**config.mk**
```make
export PLATFORM = sky130hd
export DESIGN_NAME = seg7_scan_driver_flat
export DESIGN_NICKNAME = d
export VERILOG_FILES = /design/src/rtl/seg7_scan_driver_if.sv /design/src/rtl/seg7_scan_driver.sv /design/src/flat_wrapper.sv
export SDC_FILE = /design/constraint.sdc
export NUM_CORES = 1
export LEC_CHECK = 0
export CORE_AREA = 3 3 95 97
export DETAILED_ROUTE_END_ITERATION = 10
export DIE_AREA = 0 0 98 100
export PLACE_DENSITY = 0.85
export SYNTH_ARGS = -nofsm -noshare
export SYNTH_HDL_FRONTEND = slang
export SYNTH_SLANG_ARGS = --single-unit
```
**constraint.sdc**
```tcl
create_clock -name clk -period 3.4 [get_ports clk]
set_clock_uncertainty 0.1 [all_clocks]
set_input_delay 0.51 -clock clk [delete_from_list [all_inputs] [get_ports clk]]
set_output_delay 0.51 -clock clk [all_outputs]
set_load 0.005 [all_outputs]
```
**src/rtl/seg7_scan_driver_if.sv**
```systemverilog
// Display bus between the word source and the 8-digit seven-segment scan driver.
// The master drives the display word and strobes; the slave drives the panel pins and status.
interface seg7_scan_driver_if;
  logic [31:0] din;
  logic        din_valid;
  logic        freeze;
  logic [7:0]  an;
  logic [6:0]  seg;
  logic        dp;
  logic        pending;
  logic        frame_done;

  modport master (
    output din, din_valid, freeze,
    input  an, seg, dp, pending, frame_done
  );

  modport slave (
    input  din, din_valid, freeze,
    output an, seg, dp, pending, frame_done
  );
endinterface

```
**src/rtl/seg7_scan_driver.sv**
```systemverilog
// 8-digit multiplexed common-anode hex display driver with a double-buffered word and per-slot dead-time.
// Optional macro SEG7_LEADING_ZERO_BLANK_EN blanks leading zero digits (digit 0 always shown).
module seg7_scan_driver #(
  parameter int         SCAN_DIV  = 50000,
  parameter int         BLANK_CYC = 16,
  parameter logic [7:0] DP_MASK   = 8'h00
) (
  input  logic                clk,
  input  logic                reset,
  seg7_scan_driver_if.slave   bus
);

  localparam int               CNT_W = (SCAN_DIV > 2) ? $clog2(SCAN_DIV) : 1;
  localparam logic [CNT_W-1:0] LAST  = CNT_W'(SCAN_DIV - 1);
  localparam logic [CNT_W-1:0] BLANK = CNT_W'(BLANK_CYC);

  typedef enum logic {PH_BLANK, PH_DRIVE} phase_e;

  logic [CNT_W-1:0] div_cnt_q, div_cnt_d;
  logic [2:0]       digit_q, digit_d;
  logic [31:0]      shadow_q, shadow_d;
  logic [31:0]      active_q, active_d;
  logic             pending_q, pending_d;
  logic             frame_done_q, frame_done_d;
  logic [7:0]       an_q, an_d;
  logic [6:0]       seg_q, seg_d;
  logic             dp_q, dp_d;

  phase_e           phase;
  logic             wrap, boundary, capture, lz_blank;
  logic [3:0]       nibble;

  function automatic logic [6:0] hex7(input logic [3:0] n);
    logic [6:0] s;
    s = 7'h00;
    case (n)
      4'h0: s = 7'h3F;  4'h1: s = 7'h06;  4'h2: s = 7'h5B;  4'h3: s = 7'h4F;
      4'h4: s = 7'h66;  4'h5: s = 7'h6D;  4'h6: s = 7'h7D;  4'h7: s = 7'h07;
      4'h8: s = 7'h7F;  4'h9: s = 7'h6F;  4'hA: s = 7'h77;  4'hB: s = 7'h7C;
      4'hC: s = 7'h39;  4'hD: s = 7'h5E;  4'hE: s = 7'h79;  4'hF: s = 7'h71;
      default: s = 7'h00;
    endcase
    return s;
  endfunction

  assign wrap     = (div_cnt_q == LAST);
  assign boundary = wrap && (digit_q == 3'd7);
  assign capture  = bus.din_valid && !bus.freeze;
  assign phase    = (div_cnt_q < BLANK) ? PH_BLANK : PH_DRIVE;
  assign nibble   = active_q[{digit_q, 2'b00} +: 4];

`ifdef SEG7_LEADING_ZERO_BLANK_EN
  logic [31:0] upper;
  // Everything above the current nibble; a 6-bit shift lets digit 7 shift the whole word out.
  assign upper    = active_q >> ({1'b0, digit_q, 2'b00} + 6'd4);
  assign lz_blank = (digit_q != 3'd0) && (upper == 32'd0) && (nibble == 4'd0);
`else
  assign lz_blank = 1'b0;
`endif

  always_comb begin
    div_cnt_d    = wrap ? '0 : div_cnt_q + CNT_W'(1);
    digit_d      = wrap ? digit_q + 3'd1 : digit_q;
    frame_done_d = boundary;
    shadow_d     = capture ? bus.din : shadow_q;
    // Transfer uses the pre-edge shadow; a same-edge capture stays pending for the next frame.
    active_d     = (boundary && pending_q) ? shadow_q : active_q;
    pending_d    = capture ? 1'b1 : (boundary ? 1'b0 : pending_q);

    an_d  = 8'hFF;
    seg_d = 7'h7F;
    dp_d  = 1'b1;
    if (phase == PH_DRIVE && !lz_blank) begin
      an_d  = ~(8'b1 << digit_q);
      seg_d = ~hex7(nibble);
      dp_d  = ~DP_MASK[digit_q];
    end
  end

  always_ff @(posedge clk or negedge reset) begin
    if (!reset) begin
      div_cnt_q    <= '0;
      digit_q      <= 3'd0;
      shadow_q     <= 32'd0;
      active_q     <= 32'd0;
      pending_q    <= 1'b0;
      frame_done_q <= 1'b0;
      an_q         <= 8'hFF;
      seg_q        <= 7'h7F;
      dp_q         <= 1'b1;
    end else begin
      div_cnt_q    <= div_cnt_d;
      digit_q      <= digit_d;
      shadow_q     <= shadow_d;
      active_q     <= active_d;
      pending_q    <= pending_d;
      frame_done_q <= frame_done_d;
      an_q         <= an_d;
      seg_q        <= seg_d;
      dp_q         <= dp_d;
    end
  end

  assign bus.an         = an_q;
  assign bus.seg        = seg_q;
  assign bus.dp         = dp_q;
  assign bus.pending    = pending_q;
  assign bus.frame_done = frame_done_q;

endmodule

```
**src/flat_wrapper.sv**
```systemverilog
// flat-port wrapper written by rule: the top's interface ports become plain ports
module seg7_scan_driver_flat 
#(
  parameter int         SCAN_DIV  = 50000,
  parameter int         BLANK_CYC = 16,
  parameter logic [7:0] DP_MASK   = 8'h00
)
  (clk, reset, bus_din, bus_din_valid, bus_freeze, bus_an, bus_seg, bus_dp, bus_pending, bus_frame_done);
  seg7_scan_driver_if bus_i ();
  input  logic clk;
  input  logic reset;
  input wire logic [$bits(bus_i.din)-1:0] bus_din;
  input wire logic [$bits(bus_i.din_valid)-1:0] bus_din_valid;
  input wire logic [$bits(bus_i.freeze)-1:0] bus_freeze;
  output wire logic [$bits(bus_i.an)-1:0] bus_an;
  output wire logic [$bits(bus_i.seg)-1:0] bus_seg;
  output wire logic [$bits(bus_i.dp)-1:0] bus_dp;
  output wire logic [$bits(bus_i.pending)-1:0] bus_pending;
  output wire logic [$bits(bus_i.frame_done)-1:0] bus_frame_done;
  assign bus_i.din = bus_din;
  assign bus_i.din_valid = bus_din_valid;
  assign bus_i.freeze = bus_freeze;
  assign bus_an = bus_i.an;
  assign bus_seg = bus_i.seg;
  assign bus_dp = bus_i.dp;
  assign bus_pending = bus_i.pending;
  assign bus_frame_done = bus_i.frame_done;
  seg7_scan_driver #(.SCAN_DIV(SCAN_DIV), .BLANK_CYC(BLANK_CYC), .DP_MASK(DP_MASK)) u_core (.clk(clk), .reset(reset), .bus(bus_i));
endmodule
```
# Yosys cells after proc, flatten, opt, wreduce, memory -nomap -nowiden
# Memories as Yosys holds them, arrays and structs flattened.
# Index checks and enable logic that the tools add are counted.
[word_totals] input_bits=36 regBits=101 out_inout_bits=18 mem_count=2 mem_bits_ro=120 wordCells=35
[mem_list] name="(no name shown)" depth=16 word_bits=7 read_ports=1 rd_ports_with_merged_regs=0 write_ports=0 line_no="seg7_scan_driver.sv:36" text="case (n)"
[mem_list] name="(no name shown)" depth=8 word_bits=1 read_ports=1 rd_ports_with_merged_regs=0 write_ports=0 line_no="seg7_scan_driver.sv:76" text="dp_d = ~DP_MASK[digit_q];"
[op_classes] addsub=2 eq_ne=2 reduce_logical=5 muxes=8 n_shift=2 bitwise_logic=3 n_lt_le_gt_ge=2
[ops] operator="$shiftx A32 B6 Y4" count=1
[ops] operator="$add A16 B1 Y16 const B" count=1
[ops] operator="$eq A16 B16 Y1 const B" count=1
[ops] operator="$lt A16 B5 Y1 const B" count=1
[ops] operator="$mux W16" count=1
[ops] operator="$mux W7" count=2
[ops] operator="$mux W8" count=1
[ops] operator="$not A8 Y8" count=1
[ops] operator="$shl A1 B3 Y8 const A" count=1
[ops] operator="$not A7 Y7" count=1
[ops] operator="$lt A3 B4 Y1 const B" count=1
[ops] operator="$mux W1" count=4
[ops] operator="$add A3 B1 Y3 const B" count=1
[ops] operator="$eq A3 B3 Y1 const B" count=1
[ops] operator="$logic_and A1 B1 Y1" count=3
[ops] operator="$reduce_bool A2 Y1" count=1
[ops] operator="$logic_not A1 Y1" count=1
[ops] operator="$not A1 Y1" count=1

# Logic depth before layout (Yosys ltp)
# An unclocked memory read counts as a cell.
[depth] ltp_word=5 depth_mapped=7

# Worst setup path after synthesis
# Ideal clock, no wire load.
[synth_timing] path_kind="flip-flop to flip-flop" startpoint="register u_core.digit_q[1]" endpoint="register u_core.seg_q[3], in the netlist u_core.bus.seg[3]" stages_incl_launch_ff=8 path_buffers=1 setup_ns=0.104 setup_slack_ns=0.781 arrival_time_ns=2.415 period_less_slack_ns=2.619 path_cell_list="dfrtp_1 -> clkbuf_1 -> mux4_2 -> mux2i_1 -> inv_1 -> ha_1 -> a2111oi_0 -> a41oi_1"
[synth_between] elab_chain_cells=5
[synth_lines] item="start: declaration" line_no="seg7_scan_driver.sv:20" text="logic [2:0] digit_q, digit_d;"
[synth_lines] item="start signal: assignment" line_no="seg7_scan_driver.sv:93" text="digit_q <= digit_d;"
[synth_lines] item="$shiftx A32 B6 Y4" line_no="seg7_scan_driver.sv:50" text="assign nibble = active_q[{digit_q, 2'b00} +: 4];"
[synth_lines] item="$mem_v2 Z16 W7"
[synth_lines] item="$mux W7" line_no="seg7_scan_driver.sv:73" text="if (phase == PH_DRIVE && !lz_blank) begin"
[synth_lines] item="$not A7 Y7" line_no="seg7_scan_driver.sv:75" text="seg_d = ~hex7(nibble);"
[synth_lines] item="$mux W7" line_no="seg7_scan_driver.sv:73"
[synth_lines] item="net u_core.seg_d[3]" line_no="seg7_scan_driver.sv:26" text="logic [6:0] seg_q, seg_d;"
[synth_lines] item="end signal: assignment" line_no="seg7_scan_driver.sv:99" text="seg_q <= seg_d;"
[synth_lines] item="end: declaration" line_no="seg7_scan_driver.sv:26"
# The timed path passes the listed nets, and every way through them passes these cells. The select of a mux whose other input is x is not followed.
# A chain may end at the register's enable or synchronous reset.

# Worst setup path in the final report
# Ends and elaborated chain as after synthesis.

==> load_flow_metrics.sql <==
INSERT INTO impl_metrics (metric_group, metric, value, unit) VALUES
('yosys', 'ys_ff_latch', '100', ''),
('yosys', 'synth_top_area_share', '47.3', '%'),
('yosys', 'post_synth_num_cell_types', '42', ''),
('route', 'drc', '0', ''),
('route', 'detailed_route_vias_per_instance', '5.43', ''),
('yosys', 'synth_nets', '369', ''),
('yosys', 'synth_compound_area_share', '3.56', '%'),
('cts', 'max-clock-path-buffers', '2', ''),
('sta', 'rsz0062_at_grt', 'no', ''),
('critical_path', 'worstPathArrival', '3.05', 'ns'),
('critical_path', 'cpMaxStageDelayCell', 'dfrtp_1', ''),
('route', 'detail-route-antenna-nets', '0', ''),
('pwr', 'power.density_cell_area', '405', 'nW/um^2'),
('sta', 'finalHoldViolations', '0', ''),
('global_route', 'grt_remaining_overflow', '0', ''),
('global_route', 'grt_pass1_wl', '13300', 'um'),
('min_path', 'hold_class', 'in -> async', ''),
('yosys', 'yosysWarningCount', '0', ''),
('place', 'place.gp.congestion', '0.805', ''),
('pwr', 'static-leakage-power', '2.48', 'nW'),
('route', 'drt_pass1_iterations', '5', ''),
('sta', 'worst_margin_slew', '1.08', 'ns'),
('die', 'core.rowCount', '33', ''),
('final_layout', 'drive_above_1_share', '29.9', '%'),
('global_route', 'via_count_of_the_first_global_routing_pass', '2688', ''),
('place', 'place.port_buffers', '52', ''),
('cts', 'cts_buffers', '9', ''),
('pwr', 'power.net_switching', '533', 'uW'),
('sta', 'setup_violations', '0', ''),
('global_route', 'global_route.usage.total', '17.1', '%'),
('place', 'hpwl', '5620', 'um'),
('critical_path', 'worst_r2r_path_depth', '6', ''),
('critical_path', 'worstSetupPathType', 'reg -> reg', ''),
('cts', 'clock_tree.htree_level_count', '3', ''),
('status', 'result_of_the_run', 'complete, no violations', ''),
('yosys', 'synth_ff_type', 'dfrtp_1', ''),
('die', 'die-area', '9800', 'um^2'),
('cts', 'post_cts_resize_count', '0', ''),
('final_layout', 'antennaDiodeCount', '0', ''),
('yosys', 'synth_top_family_by_area', 'multiplexers', ''),
('cts', 'tritoncts', 'yes', ''),
('sta', 'setup-tns-final', '0', 'ns'),
('yosys', 'post_synth_fa_ha_maj_area_fraction', '3.62', '%'),
('pwr', 'seqPwrFrac', '59.3', '%'),
('yosys', 'synth-xor-area-share', '2.73', '%'),
('pwr', 'power.clock.fraction', '34.6', '%'),
('sta', 'max_freq', '0.347', 'GHz'),
('global_route', 'groute.layer.met2.usage', '28.3', '%'),
('global_route', 'grt_antenna_before_repair', '0', ''),
('pwr', 'p_sw_share', '24.7', '%'),
('sta', 'slew_viol_final', '0', ''),
('cts', 'clk_pin_slew', '0.10', 'ns'),
('yosys', 'synth_area_leaders', 'dfrtp_1, mux2_4, mux2_2', ''),
('route', 'vias_after_detailed_routing', '2637', ''),
('cts', 'clock-root-buffer', 'clkbuf_8', ''),
('pwr', 'combinationalPowerShare', '6.1', '%'),
('route', 'drt_iter0_markers', '126', ''),
('yosys', 'synth.top_cells.by_count', 'dfrtp_1, mux2_2, mux2_4', ''),
('critical_path', 'critical_path.max_stage_delay', '0.63', 'ns'),
('final_layout', 'final_nets', '425', ''),
('global_route', 'grt_most_used_layer', 'met2', ''),
('final_layout', 'area_delta_synth_final', '18.3', '%'),
('run', 'cap_viol_max_count', '0', ''),
('critical_path', 'endpoint_kind', 'flip-flop', ''),
('sta', 'setup_slack', '0.518', 'ns'),
('critical_path', 'reg2reg_setup_slack', '0.52', 'ns'),
('final_layout', 'fillers', '609', ''),
('cts', 'post-cts-setup-buffer-count', '0', ''),
('yosys', 'postSynthAreaPerCell', '14.0', 'um^2'),
('die', 'io_pins', '54', ''),
('critical_path', 'critical-path-top-delay-family', 'multiplexers', '');
[cell usage in the layout, fill, tap and decap left out, drive strengths merged, types with 2 or more instances in the layout]
cell type,n
a21oi,3
a31oi,2
and3,3
buf,7
clkbuf,9
clkdlybuf4s50,51
clkinv,2
dfrtp,85
dfstp,15
ha,13
inv,13
mux2,66
mux2i,8
mux4,6
nand2,17
nand3,12
nand4,3
nor2,14
nor2b,3
nor3,5
nor4,4
o211ai,2
o21ai,6
o221ai,2
o22ai,2
or3,3
xnor2,7
xor2,7
[worst reg2reg max path: cells and delay by family, from the launching register on]
family / cells / cell delay, ns
buffers and inverters: 1 / 0.18
adder cells (fa/ha/maj): 1 / 0.30
flip-flops: 1 / 0.63
AO/OA/AOI/OAI: 2 / 0.50
multiplexers: 2 / 1.07
[kinds of logic (layout without fill, tap and decap cells)]
family,count (synthesis),in the layout
other cells,1,1
simple gates,66,66
fa+ha+maj,13,13
buf+inv,22,83
flops,100,100
xor+xnor,14,14
mux,80,80
compound gates,24,24
[registers in the layout, summed over array words and instances, names as in the netlist]
name / cells
u_core.bus.pending: 1
u_core.shadow_q: 32
u_core.bus.seg: 7
u_core.active_q: 32
u_core.div_cnt_q: 16
u_core.bus.frame_done: 1
u_core.bus.an: 8
u_core.digit_q: 3
[per-stage QoR]
step           cells  power, mW  utilization, %  area (um^2)
4_1_cts          486       2.18            64.7         5320
6_report         486       2.16            64.7         5320
5_1_grt          486       2.25            64.7         5320
3_3_place_gp     470       1.43            62.3         5110
3_5_place_dp     470       1.44            62.3         5110
2_1_floorplan    320       1.35               -         4500
[cell type report]
cell class / instances / area, um^2 / share of cell area (%)
multi-input cells: 198 / 1870 / 35.1
clock inverters: 7 / 77.6 / 1.46
clock buffers: 9 / 124 / 2.33
repair buffers: 58 / 563 / 10.6
flip-flops and latches: 100 / 2520 / 47.4
well taps: 105 / 131 / 2.47
inverters: 9 / 33.8 / 0.635
[worst max path at each step]
stage	depth (start not counted)	endpoint	from	slack [ns]
after floorplan	7	u_core.bus.seg[3]	u_core.digit_q[1]	0.78
after global placement	6	u_core.bus.seg[3]	u_core.digit_q[1]	0.76
after detailed placement	6	u_core.bus.seg[3]	u_core.digit_q[1]	0.57
after CTS	6	u_core.bus.seg[3]	u_core.digit_q[1]	0.55
after global routing	6	u_core.bus.seg[3]	u_core.digit_q[1]	0.30
final	6	u_core.bus.seg[3]	u_core.digit_q[1]	0.52
[routing by layer]
metal / wire length [um] / vias to the layer above / part of all wire (%)
li1: - / 1254 / -
met1: 3450 / 1301 / 44
met2: 3860 / 71 / 49
met3: 401 / 11 / 5.1
met4: 91 / 0 / 1.2
met5: 0 / - / 0
[power by group through the flow]
stage               clock (mW)  combinational, mW  sequential [mW]
floorplan                    0             0.0652             1.29
global placement             0              0.131             1.30
detailed placement           0              0.135             1.30
CTS                      0.768              0.135             1.28
global route             0.823              0.145             1.28
finish                   0.746              0.131             1.28
Note: power is estimated with default switching activity, not from simulation.
